`src/rtl/jam_cost_arbiter.sv`:
```
// rtl/jam_cost_arbiter.sv - round-robin arbiter sharing one cost table among NREQ search engines
// Optional burst lock enabled by defining JAM_ARB_LOCK_EN.
module jam_cost_arbiter #(
    parameter int NREQ      = 4,
    parameter int WW        = 3,
    parameter int CW        = 7,
    parameter int RD_LAT    = 1,
    parameter int MAX_BURST = 8
) (
    input  logic                 CLK,
    input  logic                 RST_N,
    input  logic [NREQ-1:0]      REQ,
    input  logic [NREQ*WW-1:0]   REQ_W,
    input  logic [NREQ*WW-1:0]   REQ_J,
    input  logic [NREQ-1:0]      REQ_LOCK,
    output logic [NREQ-1:0]      GNT,
    output logic [WW-1:0]        W,
    output logic [WW-1:0]        J,
    input  logic [CW-1:0]        Cost,
    input  logic                 TBL_RDY,
    output logic [NREQ-1:0]      RSP_VALID,
    output logic [CW-1:0]        RSP_COST,
    input  logic                 FLUSH,
    output logic                 FLUSH_DONE,
    output logic                 BUSY
);
    localparam int PW = (NREQ > 1) ? $clog2(NREQ) : 1;

    typedef enum logic [1:0] {
        IDLE  = 2'd0,
        RUN   = 2'd1,
`ifdef JAM_ARB_LOCK_EN
        LOCK  = 2'd3,
`endif
        DRAIN = 2'd2
    } state_t;

    state_t                 state, state_nxt;
    logic [PW-1:0]          ptr;
    logic [RD_LAT:0]        pipe_vld;
    logic [RD_LAT:0][PW-1:0] pipe_idx;
    logic                   pipe_empty;
    logic [PW-1:0]          win, sel;
    logic                   win_found, sel_found, grant_ok;
    logic [PW:0]            cand;

    assign pipe_empty = ~|pipe_vld;

    // Scan downward so the lowest offset from the pointer is the final winner.
    always_comb begin
        win       = '0;
        win_found = 1'b0;
        cand      = '0;
        for (int k = NREQ - 1; k >= 0; k--) begin
            cand = {1'b0, ptr} + (PW+1)'(k);
            if (cand >= (PW+1)'(NREQ))
                cand = cand - (PW+1)'(NREQ);
            if (REQ[cand[PW-1:0]]) begin
                win       = cand[PW-1:0];
                win_found = 1'b1;
            end
        end
    end

`ifdef JAM_ARB_LOCK_EN
    localparam int BW = $clog2(MAX_BURST + 1);
    logic [PW-1:0] own;
    logic [BW-1:0] burst;
    logic          hold;

    // Lock persists only while the owner keeps both lines up and has burst budget left.
    assign hold = (state == LOCK) && REQ[own] && REQ_LOCK[own] && (burst < BW'(MAX_BURST));

    always_ff @(posedge CLK) begin
        if (!RST_N) begin
            own   <= '0;
            burst <= '0;
        end else if (grant_ok) begin
            if (hold) begin
                burst <= burst + 1'b1;
            end else begin
                own   <= sel;
                burst <= BW'(1);
            end
        end
    end
`else
    logic unused_lock;
    assign unused_lock = (^REQ_LOCK) ^ (MAX_BURST > 0);
`endif

    always_comb begin
        sel       = win;
        sel_found = win_found;
`ifdef JAM_ARB_LOCK_EN
        if (hold) begin
            sel       = own;
            sel_found = 1'b1;
        end
`endif
    end

    assign grant_ok = RST_N && TBL_RDY && !FLUSH && (state != DRAIN) && sel_found;
    assign GNT      = grant_ok ? (NREQ'(1) << sel) : '0;
    assign BUSY     = (state != IDLE) || !pipe_empty;

    always_comb begin
        state_nxt  = state;
        FLUSH_DONE = 1'b0;
        case (state)
            IDLE:  if (!FLUSH && |REQ) state_nxt = RUN;
            RUN: begin
                if (FLUSH)                   state_nxt = DRAIN;
                else if (!(|REQ) && pipe_empty) state_nxt = IDLE;
            end
`ifdef JAM_ARB_LOCK_EN
            LOCK: begin
                if (FLUSH)      state_nxt = DRAIN;
                else if (!hold) state_nxt = RUN;
            end
`endif
            DRAIN: begin
                if (pipe_empty) begin
                    state_nxt  = IDLE;
                    FLUSH_DONE = RST_N;
                end
            end
            default: state_nxt = IDLE;
        endcase
`ifdef JAM_ARB_LOCK_EN
        if (grant_ok && REQ_LOCK[sel] && !hold)
            state_nxt = LOCK;
`endif
    end

    always_ff @(posedge CLK) begin
        if (!RST_N) begin
            state     <= IDLE;
            ptr       <= '0;
            W         <= '0;
            J         <= '0;
            pipe_vld  <= '0;
            pipe_idx  <= '0;
            RSP_VALID <= '0;
            RSP_COST  <= '0;
        end else begin
            state    <= state_nxt;
            pipe_vld <= {pipe_vld[RD_LAT-1:0], grant_ok};
            pipe_idx <= {pipe_idx[RD_LAT-1:0], sel};
            if (grant_ok) begin
                ptr <= (sel == PW'(NREQ - 1)) ? '0 : sel + 1'b1;
                W   <= REQ_W[int'(sel)*WW +: WW];
                J   <= REQ_J[int'(sel)*WW +: WW];
            end
            // Tag at the last stage lines up with the cycle Cost is valid.
            RSP_VALID <= pipe_vld[RD_LAT] ? (NREQ'(1) << pipe_idx[RD_LAT]) : '0;
            if (pipe_vld[RD_LAT])
                RSP_COST <= Cost;
        end
    end
endmodule
```
`config.mk`:
```
export PLATFORM = sky130hd
export DESIGN_NAME = jam_cost_arbiter
export DESIGN_NICKNAME = d
export VERILOG_FILES = /design/src/rtl/jam_cost_arbiter.sv
export SDC_FILE = /design/constraint.sdc
export NUM_CORES = 1
export LEC_CHECK = 0
export CORE_ASPECT_RATIO = 0.5
export CORE_MARGIN = 3
export CORE_UTILIZATION = 30
export CTS_CLUSTER_DIAMETER = 80
export DETAILED_ROUTE_END_ITERATION = 8
export PLACE_DENSITY = 0.66
export SETUP_SLACK_MARGIN = 0.02
export SLEW_MARGIN = 20
export SYNTH_ARGS = -nofsm -noshare
export SYNTH_HDL_FRONTEND = slang
export SYNTH_SLANG_ARGS = --single-unit
```
`constraint.sdc`:
```
create_clock -name CLK -period 1.92 [get_ports CLK]
set_input_delay 0.384 -clock CLK [delete_from_list [all_inputs] [get_ports CLK]]
set_output_delay 0.384 -clock CLK [all_outputs]
set_load 0.01 [all_outputs]
```
* Word level (Yosys, flattened, before mapping)
Index checks and enable logic that the tools add are counted.
** Storage, ports and cells
- Bits in registers :: 27
- Input bits :: 43
- Output and inout port bits :: 23
- Word-level logic and storage cells :: 82
** Operators by class
- $add $sub $neg :: 8
- $mul :: 1
- $lt $le $gt $ge :: 8
- Equal/unequal tests :: 7
- Shift operators :: 4
- Muxes and demuxes :: 29
- Reductions and logical operators :: 16
** Operators by type and width (number)
- variable part select 12 x 32 -> 3 bit :: 1
- 2-to-1 mux 2 bit :: 13
- less-than comparator 2 x 3 -> 1 bit (second input constant) :: 4
- variable part select 12 x 5 -> 3 bit :: 1
- 2-to-1 mux 1 bit :: 10
- >= comparator 3 bit (second input constant) :: 3
- binary-select mux 1 bit (select 2 bit) :: 4
- << shifter 1 x 2 -> 4 bit (first input constant) :: 2
- subtractor 2 x 1 -> 2 bit (second input constant) :: 4
- adder 2 x 2 -> 3 bit (second input constant) :: 2
- logical AND 1 bit :: 6
- inequality test 2 bit (second input constant) :: 3
- one-hot mux 2 bit (3 select lines) :: 1
- == test 2 bit (second input constant) :: 2
- multiplier 2 x 2 -> 4 bit (second input constant) :: 1
- 2-to-1 mux 4 bit :: 1
- OR reduction 4 bit :: 1
- adder 2 x 1 -> 3 bit (second input constant) :: 1
- >= comparator 2 x 3 -> 1 bit (second input constant) :: 1
- logical NOT 1 bit :: 3
- inequality test 3 bit (second input constant) :: 1
- AND reduction 3 bit :: 1
- adder 2 x 1 -> 2 bit (second input constant) :: 1
- == test 2 x 1 -> 1 bit (second input constant) :: 1
- other kinds (5) :: 5

* Logic depth before layout (Yosys ltp)
Gate-level depths: netlist of run 1.
- Depth after elaboration :: 11
- Mapped depth :: 7
- Depth with buffers taken out :: 6

* Worst setup path after synthesis of run 1
OpenSTA, ideal clock, no wires.
- Kind :: register -> output
- Start :: register ptr[1]
- End :: output port GNT[3]
- Arrival time :: 1.620 ns
- Data required time :: 1.536 ns
- Setup slack :: -0.084 ns
- Cell stages (with the launch flop) :: 7
- Buffers on the path :: 2
- Path through :: dfxtp_1 -> mux2i_1 -> nor2_2 -> or3_1 -> buf_6 -> buf_6 -> nor3_1
** On the way
- Word-level cells in the longest chain between the ends :: 11
- Elaborated cells between the ends (all ways) :: 34
- Those cells by class :: add/sub: 7; order compare: 4; shift: 1; mux: 21; reduce/logical: 1
** RTL lines
- start, declared :: RTL line 39 : logic [PW-1:0] ptr;
- start signal, assigned :: RTL line 151 : ptr <= (sel == PW'(NREQ - 1)) ? '0 : sel + 1'b1;
- adder 2 x 2 -> 3 bit :: RTL line 55 : cand = {1'b0, ptr} + (PW+1)'(k);
- >= comparator 3 bit or subtractor 2 x 1 -> 2 bit (tied branches) :: RTL line 56, 57
- 2-to-1 mux 2 bit :: RTL line 56 : if (cand >= (PW+1)'(NREQ))
- binary-select mux 1 bit (select 2 bit) :: RTL line 58 : if (REQ[cand[PW-1:0]]) begin
- 2-to-1 mux 1 bit (not written as such) :: RTL line 58
- 2-to-1 mux 2 bit or 2-to-1 mux 1 bit (tied branches) (4 in series) :: RTL line 58
- << shifter 1 x 2 -> 4 bit or logical AND 1 bit (tied branches) :: RTL line 104, 103
- 2-to-1 mux 4 bit * :: RTL line 104 : assign GNT = grant_ok ? (NREQ'(1) << sel) : '0;
- end, declared :: RTL line 16 : output logic [NREQ-1:0] GNT,
Mark *: on every way between the ends. The rest lies on a longest branch, timed or not. The select of a mux whose other input is x is not followed.

* Final worst setup path of run 1
- Start :: register ptr[1]
- End :: output port GNT[0]
Same word-level chain as after synthesis.

==> results of run 1 <==
-- layout by cell type (no fill, tap or decap), types with 4 or more instances in the layout --
cell              n
buf_2             6
clkdlybuf4s50_1  49
o211a_1           6
nand2_1           4
inv_1             9
o2111ai_1         6
mux2_4            6
o21a_1            7
nor2_1           13
buf_4            26
o31ai_1           6
buf_6             6
dfxtp_1          23
mux2i_1           7
-- per-stage QoR --
step	cells	utilization [%]	setup TNS [ns]	area, µm²	setup slack, ns
floorplan	134	-	0	1285	0.02228
global placement	263	52.26	-5.841	2082	-0.7395
detailed placement	263	52.26	-6.566	2082	-0.8190
CTS	274	56.19	-0.3712	2238	-0.09272
global route	276	57.47	-1.183	2290	-0.1639
finish	276	57.47	-0.5233	2290	-0.09871
-- layout make-up --
| class | instances | area [µm²] | share of cell area (%) |
|---|---|---|---|
| clock buffer | 3 | 41.29 | 1.803 |
| clock inverter | 1 | 7.507 | 0.3279 |
| inverter | 10 | 37.54 | 1.639 |
| multi-input combinational | 89 | 749.5 | 32.73 |
| sequential | 27 | 548.0 | 23.93 |
| tap | 54 | 67.56 | 2.951 |
| timing repair buffer | 92 | 838.3 | 36.61 |
-- what timing repair did --
action                     CTS  global route
resized for setup           58            10
gates cloned                 0             0
pin swaps                    8             3
buffers inserted             8             2
setup endpoints to repair   12            11
-- logic make-up (layout without fill, tap and decap cells) --
logic type | after synthesis | after routing
compound gates | 36 | 36
mux | 14 | 14
simple gates | 38 | 38
xor+xnor | 1 | 1
buf+inv | 18 | 106
flops | 27 | 27
-- per-layer routing --
layer  vias to the layer above  share of wire [%]
met2                        39                 51
met3                         4                4.8
met5                         -                  0
met1                       629                 43
met4                         0               0.99
li1                        664                  -
-- sequential cells by signal (all words and copies together) (netlist names) --
| signal | count |
|---|---|
| ptr | 2 |
| RSP_VALID | 4 |
| pipe_vld | 2 |
| pipe_idx | 4 |
| J | 3 |
| W | 3 |
| state | 2 |
| RSP_COST | 7 |
-- worst min-delay path by stage --
stage | start | endpoint | slack (ns) | depth (start not counted)
2_1_floorplan | pipe_idx[0]$_SDFF_PN0_ | pipe_idx[2]$_SDFF_PN0_ | 0.41 | 1
3_3_place_gp | pipe_idx[0]$_SDFF_PN0_ | pipe_idx[2]$_SDFF_PN0_ | 0.42 | 1
3_5_place_dp | pipe_idx[0]$_SDFF_PN0_ | pipe_idx[2]$_SDFF_PN0_ | 0.42 | 1
4_1_cts | pipe_idx[0]$_SDFF_PN0_ | pipe_idx[2]$_SDFF_PN0_ | 0.44 | 1
5_1_grt | pipe_idx[1]$_SDFF_PN0_ | pipe_idx[3]$_SDFF_PN0_ | 0.46 | 1
6_report | pipe_idx[0]$_SDFF_PN0_ | pipe_idx[2]$_SDFF_PN0_ | 0.44 | 1
-- report_power, final --
group	switching (mW)	internal (mW)	total (mW)
clock network	0.186	0.148	0.334
logic	0.132	0.212	0.344
registers	0.0122	0.580	0.592
==> key figures, run 1 <==
Run status
  • Status: finished with violations
  • Failing checks: setup timing

Cells and area
  • Share of cells above drive strength 1: 31.53%
  • # fillers: 356
  • Final nets: 266
  • Area growth syn-to-layout: 79.76%
  • ANT cells: 0

Timing
  • # setup viols final: 10
  • Slew margin rel.: 77.80%
  • Clock Skews: 0.001574 ns
  • Fin. Hold Viols: 0
  • RSZ-0062 raised after global routing: yes
  • Period utilization: 105.1%
  • Slew @ Worst Pin: 0.3247 ns
  • Worst hold slack: 0.4402 ns
  • Min setup slack post-route: -0.09871 ns
  • Final worst path period need: 2.019 ns
  • Slew Viols, Final: 0
  • Peak Freq: 495.4 MHz

Yosys
  • Synthesized instance count: 134
  • Mux cell area share after synthesis: 13.36%
  • Synthesized area: 1274 µm²
  • Synth Area in Compound Gates: 21.81%
  • Distinct cells, synth: 31
  • EDFF count, synth: 0
  • Post-synth top flop: dfxtp_1
  • Top cell type by total area after synthesis: dfxtp_1
  • Post-synthesis adder-cell area fraction: 0%
  • Post-synth ARST share: 0%
  • Syn nets: 177
  • Yosys warns: 0
  • Synth top area cells: dfxtp_1 (42%), mux2_4 (7.1%), mux2i_1 (6.3%)
  • Most frequent cell after synthesis: dfxtp_1
  • Share of the synthesized area in the top cell type: 42.44%
  • Most frequent cells after synthesis: dfxtp_1 (27), nor2_1 (14), inv_1 (10)
  • Combinational family with the most area after synthesis: compound AO/OA/AOI/OAI gates
  • Simple-gate area share of the yosys netlist: 15.13%
  • Yosys reg bits: 27
  • Post-Synth XOR/XNOR Area: 0.6876%
  • Post-synthesis sequential area ratio: 42.44%
  • Mapped Avg Cell Area: 9.505 µm²

Placed design
  • Buffers on Ports: 61
  • GP Congestion: 0.7134
  • Post-DP HPWL: 2637 µm

Detailed routing
  • Wire per inst: 13.22 µm
  • Drt drc: 0
  • Total Wirelength: 3649 µm
  • ANT nets after route: 0
  • DRT iter0 DRCs: 27
  • Vias: 1336
  • First-pass DRT Iterations: 4
  • Vias per cell: 4.841

Critical path
  • Worst reg-to-reg setup slack: -0.05 ns
  • R2r endpoint: W[1]$_SDFFE_PN0P_
  • CP endpoint kind: output pin
  • Crit-path max cell delay: 0.40 ns
  • Critical path depth: 5
  • Worst path slowest cell: or3_4
  • Worst EP arrival: 1.63 ns
  • Critical Path Sink: GNT[0]
  • Setup Crit Path Kind: reg2out
  • WP buf/inv: 1
  • CP delay by family, top: simple AND/OR/NAND/NOR gates
  • Reg-to-Reg Start: ptr[1]$_SDFFE_PN0P_
  • Cell Chain, Critical Path: mux2i_2, nor2_2, or3_4, and3_4, buf_6
  • Worst setup SP type: flop
  • Crit. Startpoint: ptr[1]$_SDFFE_PN0P_
  • Crit-path max FO: 3
  • R2R depth: 7
  • Req. time, crit path: 1.54 ns

Worst hold path
  • Worst min path class: reg2reg

GRT
  • Met2 usage: 27.36%
  • Vias in the first global route: 1345
  • Initial antenna violation count: 0
  • Met1 usage: 16.87%
  • Global Route met3 Usage: 3.347%
  • Global route hottest layer: met2
  • Largest net degree at the start of global routing: 17
  • Gr ovfl total: 0
  • First-pass GRT wire length: 6023 µm
  • Tot GR Track Use: 14.56%

Clock network
  • Clk_lat worst skew: 0.27 ns
  • CTS Buffer Depth: 2
  • TritonCTS clock tree: yes
  • CTS buffer count: 3
  • H-tree levels: 1
  • Post-CTS Hold Buffers: 0
  • Clk root buf: clkbuf_8
  • CTS sink count: 27
  • Clock-pin slew on the worst setup and hold paths: 0.10 ns

Die
  • Initial Utilization: 31.97%
  • # rows: 16
  • DIE HEIGHT: 52.08 µm
  • Core area: 3984 µm²
  • Ports: 66
  • Die Width: 98.15 µm
  • Die area: 5111 µm²

Power
  • Pwr Total: 1.270 mW
  • Pwr/cell area: 554.8 nW/µm²
  • Max VDD drop: 261.9 µV
  • Pleak: 0.9960 nW

Flow run
  • Max Cap Viol: 0
Note: power is estimated with default switching activity, not from simulation.
==> inputs of run 2 (changes only) <==
--- a/config.mk
+++ b/config.mk
@@ -5,12 +5,12 @@
 export SDC_FILE = /design/constraint.sdc
 export NUM_CORES = 1
 export LEC_CHECK = 0
+export ABC_CLOCK_PERIOD_IN_PS = 2100
 export CORE_ASPECT_RATIO = 0.5
 export CORE_MARGIN = 3
 export CORE_UTILIZATION = 30
 export CTS_CLUSTER_DIAMETER = 80
 export DETAILED_ROUTE_END_ITERATION = 8
-export PLACE_DENSITY = 0.66
 export SETUP_SLACK_MARGIN = 0.02
 export SLEW_MARGIN = 20
 export SYNTH_ARGS = -nofsm -noshare
==> constraint.sdc (replaced) <==
create_clock -name CLK -period 2.1 [get_ports CLK]
set_input_delay 0.42 -clock CLK [delete_from_list [all_inputs] [get_ports CLK]]
set_output_delay 0.42 -clock CLK [all_outputs]
set_load 0.01 [all_outputs]
==> run 2 against run 1 <==
Effect of this change: the run now ends clean; first-iteration DRC count increased by 15%; final area decreased by 4.5%; cell count decreased by 2.9%; total power decreased by 11%; worst setup slack improved by 0.13 ns; die area unchanged; sequential share of layout area increased by 0.95 points; clock power decreased by 8.1%; critical path depth increased by 1; largest power group unchanged; highest routed layer unchanged.
==> key figures, run 2 (synthesized netlist as in run 1, its figures left out) <==
Run status
  • Status: finished clean

Die
  • DIE HEIGHT: 52.08 µm
  • Core area: 3984 µm²
  • Initial Utilization: 31.97%
  • Die area: 5111 µm²
  • Ports: 66
  • # rows: 16
  • Die Width: 98.15 µm

Worst hold path
  • Min-Delay Path Depth: 1
  • Hold Crit Start: pipe_idx[0]$_SDFF_PN0_
  • Worst hold endpoint: pipe_idx[2]$_SDFF_PN0_
  • Worst min path class: reg2reg

Critical path
  • Setup Crit Path Kind: reg2out
  • Worst reg-to-reg setup slack: 0.26 ns
  • Worst setup SP type: flop
  • Worst EP arrival: 1.65 ns
  • Req. time, crit path: 1.68 ns
  • R2R depth: 7
  • Reg-to-Reg Start: ptr[1]$_SDFFE_PN0P_
  • CP endpoint kind: output pin
  • R2r endpoint: J[2]$_SDFFE_PN0P_
  • Crit-path max FO: 4

Timing
  • Fin. Hold Viols: 0
  • RSZ-0062 raised after global routing: yes
  • Period utilization: 98.48%
  • # setup viols final: 0
  • Slew margin rel.: 77.14%
  • Peak Freq: 483.5 MHz
  • Clock Skews: 0.002753 ns
  • Slew Viols, Final: 0
  • Slew @ Worst Pin: 0.3343 ns
  • Final worst path period need: 2.068 ns

Detailed routing
  • First-pass DRT Iterations: 4
  • Wire per inst: 13.21 µm
  • Total Wirelength: 3541 µm
  • ANT nets after route: 0
  • DRT iter0 DRCs: 31
  • Drt drc: 0
  • Top Metal Used: met4
  • Vias: 1269
  • WL met3: 152 µm
  • Met2 routed WL: 1763 µm
  • Vias per cell: 4.735
  • Post-Route M1 WL: 1589 µm

Power
  • Seq pwr share: 47.8%
  • Max VDD drop: 249.4 µV
  • Clk pwr share: 27.1%
  • Pleak: 0.9377 nW
  • Pwr/cell area: 517.4 nW/µm²
  • Sw power: 0.2944 mW
  • Switching part of the total: 26.02%
  • Combinational Power Share: 25.1%
  • P_int: 0.8372 mW

Cells and area
  • Reg with most FFs: RSP_COST
  • # fillers: 377
  • Area occupied by multi-input gates: 721.9 µm²
  • Area growth syn-to-layout: 71.71%
  • Largest register FFs: 7
  • Layout Utilization: 54.90%
  • Most frequent cells in the layout: clkdlybuf4s50_1 (49), dfxtp_1 (26), buf_4 (19), nor2_1 (14), inv_1 (8)
  • Share of cells above drive strength 1: 26.64%
  • Final nets: 258
  • Final Cell Area: 2187 µm²
  • Sequential Area: 544.3 µm²
  • Largest registers: RSP_COST (7), RSP_VALID (4), pipe_idx (4)
  • ANT cells: 0
  • Commonest non-fill, non-tap cell in the layout: clkdlybuf4s50_1

Clock network
  • CTS Buffer Depth: 2
  • CTS buffer count: 3
  • H-tree levels: 1
  • TritonCTS clock tree: yes
  • Clk root buf: clkbuf_8
  • CTS sink count: 27
  • Clock-pin slew on the worst setup and hold paths: 0.10 ns
  • Clk_lat worst skew: 0.28 ns
  • Post-CTS Hold Buffers: 0

GRT
  • Largest net degree at the start of global routing: 18
  • Vias in the first global route: 1277
  • Tot GR Track Use: 14.19%
  • Gr ovfl total: 0
  • First-pass GRT wire length: 5927 µm
  • Initial antenna violation count: 0

Placed design
  • GP Congestion: 0.7273
  • Placed Area: 2071 µm²
  • Post-DP HPWL: 2547 µm
  • Buffers on Ports: 61

Flow run
  • Max Cap Viol: 0
-- run 2: worst max-delay path: stages, from the launching register on --
cell and delay (ns):
dfxtp_4 0.39, buf_6 0.10, nand2b_4 0.12, a21oi_4 0.06, or3_4 0.40, and3_4 0.20, buf_6 0.11
-- run 2: through the flow --
| stage | TNS (ns) | hold slack (ns) | power, mW | worst slack [ns] | instances |
|---|---|---|---|---|---|
| floorplan | 0 | 0.4119 | 0.6708 | 0.05960 | 134 |
| global placement | -4.727 | 0.4163 | 0.8177 | -0.6629 | 263 |
| detailed placement | -5.190 | 0.4250 | 0.8195 | -0.7211 | 263 |
| CTS | 0 | 0.4489 | 1.135 | 0.02223 | 268 |
| global route | -0.02010 | 0.4669 | 1.190 | -0.01816 | 268 |
| finish | 0 | 0.4425 | 1.132 | 0.03196 | 268 |
-- run 2: worst max path at each step --
stage	startpoint	endpoint	slack [ns]	cells past startpoint
3_5_place_dp	REQ[0]	GNT[2]	-0.72	8
2_1_floorplan	ptr[1]$_SDFFE_PN0P_	GNT[3]	0.06	6
5_1_grt	ptr[1]$_SDFFE_PN0P_	GNT[0]	-0.02	5
4_1_cts	REQ[1]	GNT[2]	0.02	8
3_3_place_gp	REQ[0]	GNT[3]	-0.66	8
6_report	ptr[1]$_SDFFE_PN0P_	GNT[0]	0.03	6
-- run 2: layout make-up --
class | instances | area share, %
clock inverters | 1 | 0.3432
well taps | 54 | 3.089
repair buffers | 84 | 35.07
multi-input cells | 89 | 33.01
clock buffers | 3 | 1.888
flip-flops and latches | 27 | 24.89
inverters | 10 | 1.716
-- run 2: repair_timing --
action	4_1_cts	5_1_grt
endpoints found under the setup margin	12	4
endpoints found under the hold margin	0	0
setup buffers	1	0
gates resized for setup	39	20
pin swaps	4	9
-- run 2: routing by layer --
metal / GRT usage (%) / vias up
li1: - / 646
met1: 17.52 / 590
met2: 25.45 / 29
met3: 4.016 / 4
met4: 2.268 / 0
met5: 0 / -
-- run 2: power groups by stage --
| stage | Clock [mW] | Combinational (mW) | Sequential (mW) |
|---|---|---|---|
| 2_1_floorplan | 0 | 0.115 | 0.556 |
| 3_3_place_gp | 0 | 0.265 | 0.552 |
| 3_5_place_dp | 0 | 0.267 | 0.553 |
| 4_1_cts | 0.321 | 0.272 | 0.541 |
| 5_1_grt | 0.338 | 0.309 | 0.543 |
| 6_report | 0.307 | 0.284 | 0.541 |
